## src/rtl/cmp_pkg.sv

```systemverilog
// Shared types for the iterative comparator: op encoding, FSM states and
// small helpers used by cmp_iter and cmp_chunk.
package cmp_pkg;

  typedef logic [2:0] cmp_op_t;

  localparam cmp_op_t OP_EQ   = 3'b000;
  localparam cmp_op_t OP_NE   = 3'b001;
  localparam cmp_op_t OP_SLT  = 3'b010;
  localparam cmp_op_t OP_SLTU = 3'b011;
  localparam cmp_op_t OP_LT   = 3'b100;
  localparam cmp_op_t OP_GE   = 3'b101;
  localparam cmp_op_t OP_LTU  = 3'b110;
  localparam cmp_op_t OP_GEU  = 3'b111;

  typedef enum logic [1:0] {
    ST_IDLE = 2'b00,
    ST_SCAN = 2'b01,
    ST_DONE = 2'b10
  } cmp_state_t;

  function automatic bit cmp_width_ok(input int xlen, input int chunk);
    return (chunk > 0) && (xlen >= chunk) && ((xlen % chunk) == 0);
  endfunction

  function automatic logic cmp_is_signed(input cmp_op_t op);
    case (op)
      OP_SLT, OP_LT, OP_GE: return 1'b1;
      default:              return 1'b0;
    endcase
  endfunction

  function automatic logic cmp_result_bit(input cmp_op_t op, input logic eq, input logic lt);
    case (op)
      OP_EQ:                           return eq;
      OP_NE:                           return ~eq;
      OP_SLT, OP_SLTU, OP_LT, OP_LTU:  return lt;
      OP_GE, OP_GEU:                   return ~lt;
      default:                         return 1'b0;
    endcase
  endfunction

endpackage

```

## src/rtl/cmp_chunk.sv

```systemverilog
// Combinational CHUNK-bit compare; flip_i inverts the chunk MSB so the
// top chunk of a signed compare can reuse the unsigned comparator.
module cmp_chunk
  import cmp_pkg::*;
#(
  parameter int CHUNK = 8
) (
  input  logic [CHUNK-1:0] a_i,
  input  logic [CHUNK-1:0] b_i,
  input  logic             flip_i,
  output logic             eq_o,
  output logic             lt_o
);

  logic [CHUNK-1:0] flip_mask_s;
  logic [CHUNK-1:0] a_x_s;
  logic [CHUNK-1:0] b_x_s;

  assign flip_mask_s = {flip_i, {(CHUNK-1){1'b0}}};
  assign a_x_s       = a_i ^ flip_mask_s;
  assign b_x_s       = b_i ^ flip_mask_s;
  assign eq_o        = (a_x_s == b_x_s);
  assign lt_o        = (a_x_s < b_x_s);

endmodule

```

## src/rtl/cmp_iter.sv

```systemverilog
// Iterative RV32 comparator scanning CHUNK bits per cycle, MSB chunk first.
// Optional: define CMP_ITER_EARLY_EXIT_EN to stop at the first differing chunk.
module cmp_iter
  import cmp_pkg::*;
#(
  parameter int XLEN  = 32,
  parameter int CHUNK = 8
) (
  input  logic            clk,
  input  logic            rst,
  input  logic            in_valid,
  output logic            in_ready,
  input  logic [XLEN-1:0] a,
  input  logic [XLEN-1:0] b,
  input  logic [2:0]      op,
  output logic            out_valid,
  input  logic            out_ready,
  output logic [XLEN-1:0] result,
  output logic            eq,
  output logic            lt
);

  localparam int NCHUNK = XLEN / CHUNK;
  localparam int IDXW   = (NCHUNK > 1) ? $clog2(NCHUNK) : 1;
  localparam logic [IDXW-1:0] IDX_TOP = IDXW'(NCHUNK - 1);

  if (!cmp_width_ok(XLEN, CHUNK)) begin : g_bad_width
    $error("cmp_iter: XLEN must be a non-zero multiple of CHUNK");
  end

  cmp_state_t state_q, state_d;
  logic [NCHUNK-1:0][CHUNK-1:0] a_q, a_d, b_q, b_d;
  cmp_op_t         op_q, op_d;
  logic [IDXW-1:0] idx_q, idx_d;
  logic            diff_q, diff_d;
  logic            lt_acc_q, lt_acc_d;
  logic            out_valid_q, out_valid_d;
  logic [XLEN-1:0] result_q, result_d;
  logic            eq_q, eq_d;
  logic            lt_q, lt_d;

  logic chunk_eq_s, chunk_lt_s, flip_s, scan_done_s, fin_eq_s, fin_lt_s;

  assign flip_s = cmp_is_signed(op_q) && (idx_q == IDX_TOP);

  cmp_chunk #(.CHUNK(CHUNK)) u_chunk (
    .a_i    (a_q[idx_q]),
    .b_i    (b_q[idx_q]),
    .flip_i (flip_s),
    .eq_o   (chunk_eq_s),
    .lt_o   (chunk_lt_s)
  );

`ifdef CMP_ITER_EARLY_EXIT_EN
  assign scan_done_s = !chunk_eq_s || (idx_q == '0);
`else
  assign scan_done_s = (idx_q == '0);
`endif

  // A latched earlier difference overrides whatever the lower chunks say.
  assign fin_eq_s = !diff_q && chunk_eq_s;
  assign fin_lt_s = diff_q ? lt_acc_q : (!chunk_eq_s && chunk_lt_s);

  always_ff @(posedge clk or posedge rst) begin
    if (rst) begin
      state_q <= ST_IDLE;
    end else begin
      state_q <= state_d;
    end
  end

  always_comb begin
    state_d = state_q;
    case (state_q)
      ST_IDLE: if (in_valid)    state_d = ST_SCAN; else state_d = ST_IDLE;
      ST_SCAN: if (scan_done_s) state_d = ST_DONE; else state_d = ST_SCAN;
      ST_DONE: if (out_ready)   state_d = ST_IDLE; else state_d = ST_DONE;
      default: state_d = ST_IDLE;
    endcase
  end

  always_comb begin
    in_ready = 1'b0;
    case (state_q)
      ST_IDLE: in_ready = !rst;
      default: in_ready = 1'b0;
    endcase
  end

  always_comb begin
    a_d         = a_q;
    b_d         = b_q;
    op_d        = op_q;
    idx_d       = idx_q;
    diff_d      = diff_q;
    lt_acc_d    = lt_acc_q;
    out_valid_d = out_valid_q;
    result_d    = result_q;
    eq_d        = eq_q;
    lt_d        = lt_q;
    case (state_q)
      ST_IDLE: begin
        if (in_valid) begin
          a_d      = a;
          b_d      = b;
          op_d     = op;
          idx_d    = IDX_TOP;
          diff_d   = 1'b0;
          lt_acc_d = 1'b0;
        end else begin
          idx_d    = idx_q;
        end
      end
      ST_SCAN: begin
        if (scan_done_s) begin
          out_valid_d = 1'b1;
          eq_d        = fin_eq_s;
          lt_d        = fin_lt_s;
          result_d    = {{(XLEN-1){1'b0}}, cmp_result_bit(op_q, fin_eq_s, fin_lt_s)};
        end else begin
          idx_d = idx_q - IDXW'(1);
          if (!diff_q && !chunk_eq_s) begin
            diff_d   = 1'b1;
            lt_acc_d = chunk_lt_s;
          end else begin
            diff_d   = diff_q;
          end
        end
      end
      ST_DONE: begin
        if (out_ready) out_valid_d = 1'b0; else out_valid_d = 1'b1;
      end
      default: out_valid_d = 1'b0;
    endcase
  end

  always_ff @(posedge clk or posedge rst) begin
    if (rst) begin
      a_q         <= '0;
      b_q         <= '0;
      op_q        <= OP_EQ;
      idx_q       <= IDX_TOP;
      diff_q      <= 1'b0;
      lt_acc_q    <= 1'b0;
      out_valid_q <= 1'b0;
      result_q    <= '0;
      eq_q        <= 1'b0;
      lt_q        <= 1'b0;
    end else begin
      a_q         <= a_d;
      b_q         <= b_d;
      op_q        <= op_d;
      idx_q       <= idx_d;
      diff_q      <= diff_d;
      lt_acc_q    <= lt_acc_d;
      out_valid_q <= out_valid_d;
      result_q    <= result_d;
      eq_q        <= eq_d;
      lt_q        <= lt_d;
    end
  end

  assign out_valid = out_valid_q;
  assign result    = result_q;
  assign eq        = eq_q;
  assign lt        = lt_q;

endmodule

```

## config.mk

```make
export PLATFORM = sky130hd
export DESIGN_NAME = cmp_iter
export DESIGN_NICKNAME = d
export VERILOG_FILES = /design/src/rtl/cmp_pkg.sv /design/src/rtl/cmp_chunk.sv /design/src/rtl/cmp_iter.sv
export SDC_FILE = /design/constraint.sdc
export NUM_CORES = 1
export LEC_CHECK = 0
export CAP_MARGIN = 15
export CORE_MARGIN = 3
export CORE_UTILIZATION = 49
export CTS_BUF_LIST = sky130_fd_sc_hd__clkbuf_16
export DETAILED_ROUTE_END_ITERATION = 10
export HOLD_SLACK_MARGIN = 0.1
export PLACE_DENSITY = 0.88
export RECOVER_POWER = 25
export SLEW_MARGIN = 30
export SYNTH_ARGS = -nofsm -noshare
export SYNTH_HDL_FRONTEND = slang
export SYNTH_SLANG_ARGS = --single-unit
export TNS_END_PERCENT = 50
```

## constraint.sdc

```tcl
create_clock -name clk -period 3.9 [get_ports clk]
set_clock_uncertainty 0.2 [all_clocks]
set_input_delay 1.17 -clock clk [delete_from_list [all_inputs] [get_ports clk]]
set_output_delay 1.17 -clock clk [all_outputs]
set_load 0.05 [all_outputs]
```

==> run summary <==
STA
--------------------------------------------------------------------------------
Final max-slew violation count ....................................            0
Final WS setup ....................................................    0.4078 ns
Transition time at the pin with the least slew margin .............     1.342 ns
Final clock period utilization by the worst path ..................       89.54%
Time the final worst path needs with I/O delays and setup .........     3.492 ns
Slew margin rel. ..................................................       10.02%
Final Hold Fails ..................................................            0
Maximum frequency from static timing analysis .....................    286.4 MHz
Final setup TNS ...................................................         0 ns
Setup Viol. Count Final ...........................................            0
Setup repair after global routing missed its margin ...............           no

ROUTE
--------------------------------------------------------------------------------
Via-to-Cell Ratio .................................................        5.105
Remaining antenna violation count after routing ...................            0
Total Wirelength ..................................................     7.440 mm
DRC violation total after the first TritonRoute iteration .........           84
Residual DRC count ................................................            0
Total via count after detailed routing ............................        2,425
Post-DR wirelength/cell ...........................................     15.66 um
Number of detailed-route iterations in the first pass .............            4

YOSYS
--------------------------------------------------------------------------------
Biggest area consumer among synthesized cells .....................      dfrtp_1
Share of synthesized area occupied by flip-flops and latches ......       49.09%
Flip-flop cell with the highest count after synthesis .............      dfrtp_1
Summed instance area of the synthesized netlist ...................     3930 um2
Post-synthesis register bit count .................................           77
Ys async rst share ................................................       100.0%
Biggest area contributors in the synthesized netlist .............. dfrtp_1, mux2_2, mux4_2
Number of synthesis warnings ......................................            0
Synth Instances ...................................................          291
Number of enable-type register cells in the synthesized netlist ...            0
Mean Syn Cell Area ................................................    13.51 um2
Top-area cell type share of the netlist area ......................       47.76%
Count of distinct cell types in the synthesized netlist ...........           36

GLOBAL ROUTE
--------------------------------------------------------------------------------
Number of antenna violations at the first check in global routing .            0
Remaining global-route overflow ...................................            0
Wire length of the first global-routing pass ......................     12.22 mm
Number of global-route vias before repair .........................        2,569
Total GRT Usage ...................................................       17.59%
Pin count of the biggest net entering global routing ..............           49

PLACEMENT
--------------------------------------------------------------------------------
Final RePlAce weighted congestion .................................       0.8160
Detailed placement HPWL ...........................................     5.511 mm
Inst Count DP .....................................................          459
Area post-placement ...............................................     4700 um2
Place WS ..........................................................    0.5211 ns
Count of buffers from port buffering ..............................           75

FLOORPLAN
--------------------------------------------------------------------------------
Boundary Pins .....................................................          107
Total number of placement rows ....................................           32
Die H .............................................................     95.56 um
Die W .............................................................     95.56 um
Die Footprint .....................................................     9131 um2
Effective utilization at floorplan ................................       50.60%
Area of the core region ...........................................     7767 um2

RUN STATUS
--------------------------------------------------------------------------------
Result of the run ................................................. finished, final reports clean

LAYOUT
--------------------------------------------------------------------------------
Fraction of final layout cells sized beyond drive strength 1 ......       29.22%
Filler cell count in the final layout .............................          564
Post-route cell area ..............................................     4991 um2
Count of inserted antenna diode cells .............................            0
Syn-to-layout area delta ..........................................       27.00%
Fin nets ..........................................................          453
Finished Layout Cells .............................................          475

POWER AND IR DROP
--------------------------------------------------------------------------------
VDD IR max ........................................................  0.0004642 V
Pleak .............................................................     2.160 nW
Power Dens Cells .................................................. 837.7 nW/um2

FLOW RUN
--------------------------------------------------------------------------------
Max Cap Violations ................................................            0

CLOCK TREE
--------------------------------------------------------------------------------
H-Tree Level Count ................................................            3
Number of hold buffers added after cts ............................            0
Setup repair bufs after CTS .......................................            0
Clock latency reported for the late side of the worst-skew pair ...      0.32 ns
Clock-pin slew on the worst setup and hold paths ..................      0.06 ns
Clock sink total ..................................................           77
Cells resized by post-CTS repair ..................................            0
TritonCTS clock tree ..............................................          yes
CTS root buf ......................................................    clkbuf_16
Clock buffer count from CTS .......................................            9
Maximum buffer depth of the clock tree ............................            2

HOLD PATH
--------------------------------------------------------------------------------
Hold path cells ...................................................            1
Type of the tightest min-delay check ..............................   reg -> reg

CRITICAL PATH
--------------------------------------------------------------------------------
Critical path required time .......................................      2.53 ns
Length in cells of the worst reg-to-reg path ......................            8
Maximum net fanout on the critical path ...........................            2
Setup crit start kind .............................................    input pin
Signal arrival time at the worst endpoint .........................      2.12 ns
Critical path class ...............................................    in -> out
Setup crit end kind ...............................................  output port

through the flow:
| stage | hold WS [ns] | util (%) | total power, W |
|---|---|---|---|
| after floorplan | 0.2739 | - | 0.002937 |
| after CTS | 0.3043 | 64.26 | 0.004225 |
| final | 0.3036 | 64.26 | 0.004181 |
| after global placement | 0.2820 | 60.50 | 0.003285 |
| after global routing | 0.3124 | 64.26 | 0.004493 |
| after detailed placement | 0.2918 | 60.50 | 0.003404 |
cells by family after synthesis:
kind of cell	synth area share (%)
XOR/XNOR	0.4458
adder cells (fa/ha/maj)	4.457
flip-flops	49.09
AO/OA/AOI/OAI	4.170
multiplexers	29.16
buffers and inverters	8.627
other	0.09542
AND/OR/NAND/NOR	3.948
worst max-delay path: stages:
cell           delay, ns
dlygate4sd3_1       0.57
nor2b_1             0.21
buf_12              0.17
report_power, final:
| group | internal (W) | leakage [nW] | switching (W) |
|---|---|---|---|
| Combinational | 0.00105 | 1.11 | 0.000825 |
| Sequential | 0.00121 | 0.912 | 0.000288 |
| Clock | 0.000491 | 0.136 | 0.000317 |
placed cells by master, fill, tap and decap left out, drive strengths merged, types with 3 or more instances in the layout:
| cell | netlist | final |
|---|---|---|
| ha | 14 | 14 |
| nor2 | 7 | 7 |
| nand2 | 9 | 9 |
| mux2 | 68 | 68 |
| clkinvlp | 0 | 3 |
| conb | 1 | 31 |
| mux4 | 16 | 16 |
| buf | 42 | 4 |
| clkinv | 0 | 4 |
| nor2b | 4 | 4 |
| clkdlybuf4s50 | 0 | 73 |
| inv | 15 | 14 |
| a21oi | 7 | 7 |
| dfrtp | 75 | 75 |
| clkbuf | 0 | 9 |
| o21ai | 7 | 7 |
worst paths after layout:
path	end	from	slack, ns
worst max-delay path	in_ready	rst	0.41
worst min-delay path	b_q[14]	b_q[14]	0.30
worst max register to register	result[0]	idx_q[0]	0.65
worst min register to register	b_q[14]	b_q[14]	0.30
max in group asynchronous	idx_q[0]	rst	1.21
min in group asynchronous	result[0]	rst	1.43
per-layer routing:
metal	global-route usage (%)	vias up	wire (um)
li1	-	1129	-
met1	22.63	1199	3150
met2	29.47	91	3806
met3	4.341	6	433
met4	5.213	0	50
met5	0	-	0
cells in the mapped netlist, drive strengths merged, types with 4 or more instances:
cell    n
a21oi   7
buf    42
dfrtp  75
ha     14
inv    15
mux2   68
mux4   16
nand2   9
nor2    7
nor2b   4
o21ai   7
registers in the layout, indices dropped and copies added (netlist names):
name / cells
a_q: 32
b_q: 32
diff_q: 1
eq: 1
idx_q: 2
lt: 1
lt_acc_q: 1
op_q: 3
out_valid: 1
result: 1
state_q: 2
area by class of cell:
class | count | area, um2 | area share [%]
sequential | 77 | 1929 | 38.66
multi-input combinational | 187 | 1777 | 35.60
timing repair buffer | 78 | 808.3 | 16.19
clock buffer | 9 | 225.2 | 4.512
tap | 102 | 127.6 | 2.557
clock inverter | 7 | 66.31 | 1.329
inverter | 15 | 57.56 | 1.153
No activity file was read; power rests on OpenSTA's default activity.
